`src/rtl/dmem_responder_if.sv`:
```
// Load/store port between the datapath (master) and the data memory (slave).
// Request: MemReq, MemWrite, Addr, WriteData. Response: ReadData, MemReady, MemError.
interface dmem_responder_if;
    logic        MemReq;
    logic        MemWrite;
    logic [31:0] Addr;
    logic [31:0] WriteData;
    logic [31:0] ReadData;
    logic        MemReady;
    logic        MemError;

    modport master (
        output MemReq, MemWrite, Addr, WriteData,
        input  ReadData, MemReady, MemError
    );

    modport slave (
        input  MemReq, MemWrite, Addr, WriteData,
        output ReadData, MemReady, MemError
    );
endinterface

```
`src/rtl/dmem_responder.sv`:
```
// Data-memory responder: one word access at a time, completes LATENCY cycles
// after acceptance with a one-cycle MemReady pulse; all outputs registered.
// Ports: clk (rising edge), reset (sync, active-low), bus (slave side of
// dmem_responder_if). Optional macro DMEM_ALIGN_CHECK_EN adds the
// misaligned/out-of-range fault check driving MemError.
module dmem_responder #(
    parameter int DEPTH_WORDS = 64,
    parameter int LATENCY     = 2
) (
    input  logic             clk,
    input  logic             reset,
    dmem_responder_if.slave  bus
);

    localparam int AW = $clog2(DEPTH_WORDS);

    typedef enum logic [1:0] {IDLE, BUSY, DONE} state_t;

    state_t          state;
    logic [3:0]      cnt;
    logic            we_q;
    logic [31:0]     wd_q;
    logic [AW-1:0]   idx_q;
    logic            flt_q;
    logic [31:0]     rdata_q;
    logic            ready_q;
    logic            err_q;

    logic [31:0]     mem [DEPTH_WORDS];

    logic            acc_flt;

`ifdef DMEM_ALIGN_CHECK_EN
    // Addr >= 4*DEPTH_WORDS reduces to any bit set above the index field.
    assign acc_flt = (bus.Addr[1:0] != 2'b00) || (|bus.Addr[31:AW+2]);
`else
    logic unused_addr_bits;
    assign unused_addr_bits = ^{bus.Addr[31:AW+2], bus.Addr[1:0]};
    assign acc_flt = 1'b0;
`endif

    // fin: this edge moves the FSM into DONE. With LATENCY = 1 that happens
    // straight from IDLE, so the access attributes come from the live inputs.
    logic            fin;
    logic            f_we;
    logic            f_flt;
    logic [AW-1:0]   f_idx;

    always_comb begin
        fin   = 1'b0;
        f_we  = we_q;
        f_flt = flt_q;
        f_idx = idx_q;
        if (state == IDLE) begin
            fin   = bus.MemReq && (LATENCY == 1);
            f_we  = bus.MemWrite;
            f_flt = acc_flt;
            f_idx = bus.Addr[AW+1:2];
        end else if (state == BUSY) begin
            fin   = (cnt == 4'd1);
        end
    end

    always_ff @(posedge clk) begin
        if (!reset) begin
            state   <= IDLE;
            cnt     <= 4'd0;
            we_q    <= 1'b0;
            wd_q    <= 32'h0;
            idx_q   <= '0;
            flt_q   <= 1'b0;
            rdata_q <= 32'h0;
            ready_q <= 1'b0;
            err_q   <= 1'b0;
        end else begin
            ready_q <= fin;
            err_q   <= fin && f_flt;
            if (fin && !f_we) begin
                rdata_q <= f_flt ? 32'h0 : mem[f_idx];
            end
            unique case (state)
                IDLE: begin
                    if (bus.MemReq) begin
                        we_q  <= bus.MemWrite;
                        wd_q  <= bus.WriteData;
                        idx_q <= bus.Addr[AW+1:2];
                        flt_q <= acc_flt;
                        if (LATENCY == 1) begin
                            state <= DONE;
                            cnt   <= 4'd0;
                        end else begin
                            state <= BUSY;
                            cnt   <= 4'(LATENCY - 1);
                        end
                    end
                end
                BUSY: begin
                    cnt <= cnt - 4'd1;
                    if (cnt == 4'd1) begin
                        state <= DONE;
                    end
                end
                DONE: begin
                    state <= IDLE;
                end
                default: begin
                    state <= IDLE;
                end
            endcase
        end
    end

    // Store commits on the edge that leaves DONE, so a reset sampled in
    // that cycle still discards it. The array itself is never reset.
    always_ff @(posedge clk) begin
        if (reset && state == DONE && we_q && !flt_q) begin
            mem[idx_q] <= wd_q;
        end
    end

    assign bus.ReadData = rdata_q;
    assign bus.MemReady = ready_q;
`ifdef DMEM_ALIGN_CHECK_EN
    assign bus.MemError = err_q;
`else
    logic unused_err;
    assign unused_err     = err_q;
    assign bus.MemError   = 1'b0;
`endif

endmodule

```
`src/flat_wrapper.sv`:
```
// flat-port wrapper written by rule: the top's interface ports become plain ports
module dmem_responder_flat 
#(
    parameter int DEPTH_WORDS = 64,
    parameter int LATENCY     = 2
)
  (clk, reset, bus_MemReq, bus_MemWrite, bus_Addr, bus_WriteData, bus_ReadData, bus_MemReady, bus_MemError);
  dmem_responder_if bus_i ();
  input  logic clk;
  input  logic reset;
  input wire logic [$bits(bus_i.MemReq)-1:0] bus_MemReq;
  input wire logic [$bits(bus_i.MemWrite)-1:0] bus_MemWrite;
  input wire logic [$bits(bus_i.Addr)-1:0] bus_Addr;
  input wire logic [$bits(bus_i.WriteData)-1:0] bus_WriteData;
  output wire logic [$bits(bus_i.ReadData)-1:0] bus_ReadData;
  output wire logic [$bits(bus_i.MemReady)-1:0] bus_MemReady;
  output wire logic [$bits(bus_i.MemError)-1:0] bus_MemError;
  assign bus_i.MemReq = bus_MemReq;
  assign bus_i.MemWrite = bus_MemWrite;
  assign bus_i.Addr = bus_Addr;
  assign bus_i.WriteData = bus_WriteData;
  assign bus_ReadData = bus_i.ReadData;
  assign bus_MemReady = bus_i.MemReady;
  assign bus_MemError = bus_i.MemError;
  dmem_responder #(.DEPTH_WORDS(DEPTH_WORDS), .LATENCY(LATENCY)) u_core (.clk(clk), .reset(reset), .bus(bus_i));
endmodule
```
`config.mk`:
```
export PLATFORM = sky130hd
export DESIGN_NAME = dmem_responder_flat
export DESIGN_NICKNAME = d
export VERILOG_FILES = /design/src/rtl/dmem_responder_if.sv /design/src/rtl/dmem_responder.sv /design/src/flat_wrapper.sv
export SDC_FILE = /design/constraint.sdc
export NUM_CORES = 2
export LEC_CHECK = 0
export ABC_AREA = 0
export BUFFER_PORTS_ARGS = -buffer_cell sky130_fd_sc_hd__buf_2
export CAP_MARGIN = 15
export CORE_MARGIN = 3
export CORE_UTILIZATION = 60
export DETAILED_ROUTE_END_ITERATION = 8
export PLACE_DENSITY = 0.85
export SETUP_SLACK_MARGIN = 0.3
export SYNTH_ARGS = -nofsm -noshare
export SYNTH_HDL_FRONTEND = slang
export SYNTH_SLANG_ARGS = --single-unit
```
`constraint.sdc`:
```
create_clock -name clk -period 8.5 [get_ports clk]
set_clock_uncertainty 0.15 [all_clocks]
set_input_delay 0.85 -clock clk [delete_from_list [all_inputs] [get_ports clk]]
set_output_delay 0.85 -clock clk [all_outputs]
set_load 0.005 [all_outputs]
```
==> impl_metrics.tcl <==
set metrics [dict create \
    start_kind "flop" \
    first_global_vias 49213 \
    via_per_inst 6.98 \
    postRouteAntennaNets 0 \
    async_reset_ff_frac 0 \
    setup_violations 0 \
    vdd_drop_max_mv 0.224 \
    finalHoldViolCount 0 \
    instances_no_fill 7159 \
    p_switching_uw 5010 \
    num_vias 50004 \
    internal_power_uw 16700 \
    worst-path-buf-inv 2 \
    crit_path_end_kind "flop" \
    slew_violations 0 \
    p_leak_uw 0.0310 \
    ys.warnings.count 0 \
    clkTransAtPathRegs_ns 0.06 \
    place.gp.congestion 0.867 \
    fin_setup_tns_ns 0 \
    grtUsageTotal 0.306 \
    synth-seq-cells 2126 \
    post-cts-setup-buffers 0 \
    routed_wl_um 221000 \
    initial_core_util 0.609 \
    cts_hold_buffers 0 \
    crit_family "buffers and inverters" \
    ys_types 58 \
    synthFlopType "edfxtp_1" \
    ctsResizeCount 0 \
    first_pass_iters 8 \
    slew_headroom 0.164 \
    fin_ws_ns 3.18 \
    use_met2 0.472 \
    synth_edf_count 2048 \
    clk_latency_ns 0.81 \
    post-place-ws_ns 3.39 \
    drt-initial-drc-count 9684 \
    hold_class "input pin to flop" \
    cts_root_buffer "clkbuf_16" \
    antenna_found_initial 9 \
    dieArea_mm2 0.141 \
    cp_common_cell "buf_4" \
    layout.nets 5300 \
    grt_max_degree 175 \
    grt.busiest_layer "met2" \
    crit_path_top_delay_cell "buf_4" \
    critical_path_required_ns 9.05 \
    fmax_mhz 188 \
    overflow 0 \
    final_common_cell "edfxtp_1" \
    finalPower_uw 21700 \
    hpwl_um 110000 \
    die_h_um 375 \
    max-cap-violations 0 \
    drive_gt1_frac 0.109 \
    synth_nets 5247 \
    grtUsageMet3 0.0798 \
    final_cell_mix "2048 x edfxtp_1, 720 x nand2_1, 528 x mux2i_1" \
    syn2layout_area_growth_pct 10.8 \
    netlist_instances 5177 \
    status "completed" \
    clock_sinks 2126 \
    die_w_um 375 \
    pwr-share-comb 0.079 \
    power_frac_clock 0.382 \
    rows 134 \
    cp_cell_sequence "nor2_4, mux2_8, buf_4, buf_4, mux2i_1, a222oi_1, a31oi_1, and4_1, nor4_1" \
    yosysSeqAreaShare 0.771 \
    grt_use_met1 0.391 \
    wl_per_cell_um 30.9 \
    min_period_over_period 0.626 \
    placedCellCount 6792 \
    cts_buffers 187 \
    max_slew.worst_pin.slew_ns 1.25 \
    clockBufferDepth 3 \
    path_max_fanout 62 \
    power_density_mw_per_mm2 239 \
    cpPeakStageDelay_ns 0.88 \
    drc_errors 0 \
    arrival_ns 5.87 \
    core_area_mm2 0.134 \
    port-buffer-count 74 \
    cts-htree-levels 4 \
    netlist_area_mm2 0.0818 \
    cts_tree "done" \
    min_period_ns 5.32 \
    critPathKind "flop to flop" \
    avgSynthCellArea_um2 15.8 \
    grt_pass1_wl_um 317000 \
    io_pins 102 \
    seqPwrFrac 0.539 \
    rsz0062_at_grt "no" \
    p_sw_frac 0.231 \
]
metrics by stage:
stage                     hold slack [ns]  instance area, um2   util
final                               0.137               90600  0.674
after global routing                0.113               90600  0.674
after CTS                          0.0996               90300  0.672
after detailed placement            0.424               84400  0.627
after global placement              0.399               84400  0.627
after floorplan                     0.325               81800      -
cells in the mapped netlist, types with 2 or more instances:
master	count	area (um2)
or2_2	2	12.5
xnor2_1	2	17.5
or3_1	17	106
a31oi_1	61	382
mux2_2	2	22.5
o221ai_1	53	464
a311oi_1	53	464
o21ai_2	2	17.5
a32oi_1	98	858
inv_1	2	7.51
a221oi_1	63	552
ha_1	2	25.0
nor2_1	310	1160
a21boi_0	41	308
nand2_2	4	25.0
buf_6	9	101
buf_1	17	63.8
nor4_1	17	106
nand2_1	722	2710
o2111a_1	9	101
mux2i_1	529	5300
and3_1	18	113
and2_1	5	31.3
clkbuf_1	149	559
nand4_1	90	563
a222oi_1	93	931
o31ai_2	2	25.0
buf_4	47	353
o21ai_1	2	10.0
dfxtp_1	78	1560
nand3b_1	11	82.6
nand3_1	138	691
nor2b_1	4	25.0
a21oi_1	157	786
a22oi_1	20	150
buf_2	118	591
edfxtp_1	2048	61500
nor3_1	2	10.0
and4_1	9	78.8
nand2b_1	5	31.3
o21ai_0	148	741
or4b_2	2	20.0
sequential cells by signal, summed over array words and instances (netlist names):
register             cells
u_core.mem            2048
u_core.bus.ReadData     32
u_core.wd_q             32
u_core.idx_q             6
u_core.cnt               4
u_core.state             2
u_core.bus.MemReady      1
u_core.we_q              1
worst register-to-register path, stage by stage (launching register included):
cell and delay (ns):
dfxtp_1 0.38, nor2_4 0.76, mux2_8 0.68, buf_4 0.93, buf_4 0.97, mux2i_1 0.18, a222oi_1 0.47, a31oi_1 0.23
and4_1 0.29, nor4_1 0.20
per-layer routing:
metal	wire length, um	part of all wire
met5	23	0.00010
met4	14700	0.067
met3	30500	0.14
met2	103000	0.47
met1	72700	0.33
power by group through the flow:
stage	Clock (uW)	Sequential [uW]	Combinational (uW)
2_1_floorplan	0	11900	1080
3_3_place_gp	0	12000	1480
3_5_place_dp	0	12000	1540
4_1_cts	8280	11800	1570
5_1_grt	8660	11700	1800
6_report	8280	11700	1720
cells by family (layout without fill, tap and decap cells):
| logic type | count (synthesis) | count (layout) | share of synthesized area |
|---|---|---|---|
| and+or+nand+nor | 1364 | 1364 | 0.0714 |
| xor gates and xnor gates | 2 | 2 | 0.000214 |
| adders and majority gates | 2 | 2 | 0.000306 |
| buffers and inverters | 342 | 548 | 0.0205 |
| muxes | 533 | 533 | 0.0654 |
| AOI/OAI and AO/OA | 807 | 807 | 0.0715 |
| other | 1 | 9 | 0.0000458 |
| DFF | 2126 | 2126 | 0.771 |
layout make-up:
type,count,area (um2)
diodes,8,20.0
clock buffers,264,5200
clock inverters,78,716
fillers,7942,43800
inverters,2,7.51
multi-input cells,2709,17800
flip-flops and latches,2126,63100
well taps,1768,2210
repair buffers,204,1620
worst paths after layout:
path                            slack (ns)               from  cells past startpoint                     end
worst max-delay path                  3.18    u_core.state[1]                      9  u_core.bus.ReadData[8]
worst min-delay path                  0.14  bus_WriteData[28]                      3         u_core.wd_q[28]
worst max register to register        3.18    u_core.state[1]                      9  u_core.bus.ReadData[8]
worst min register to register        0.41    u_core.wd_q[21]                      0       u_core.mem[7][21]
Power figures use the tool's default switching activity.
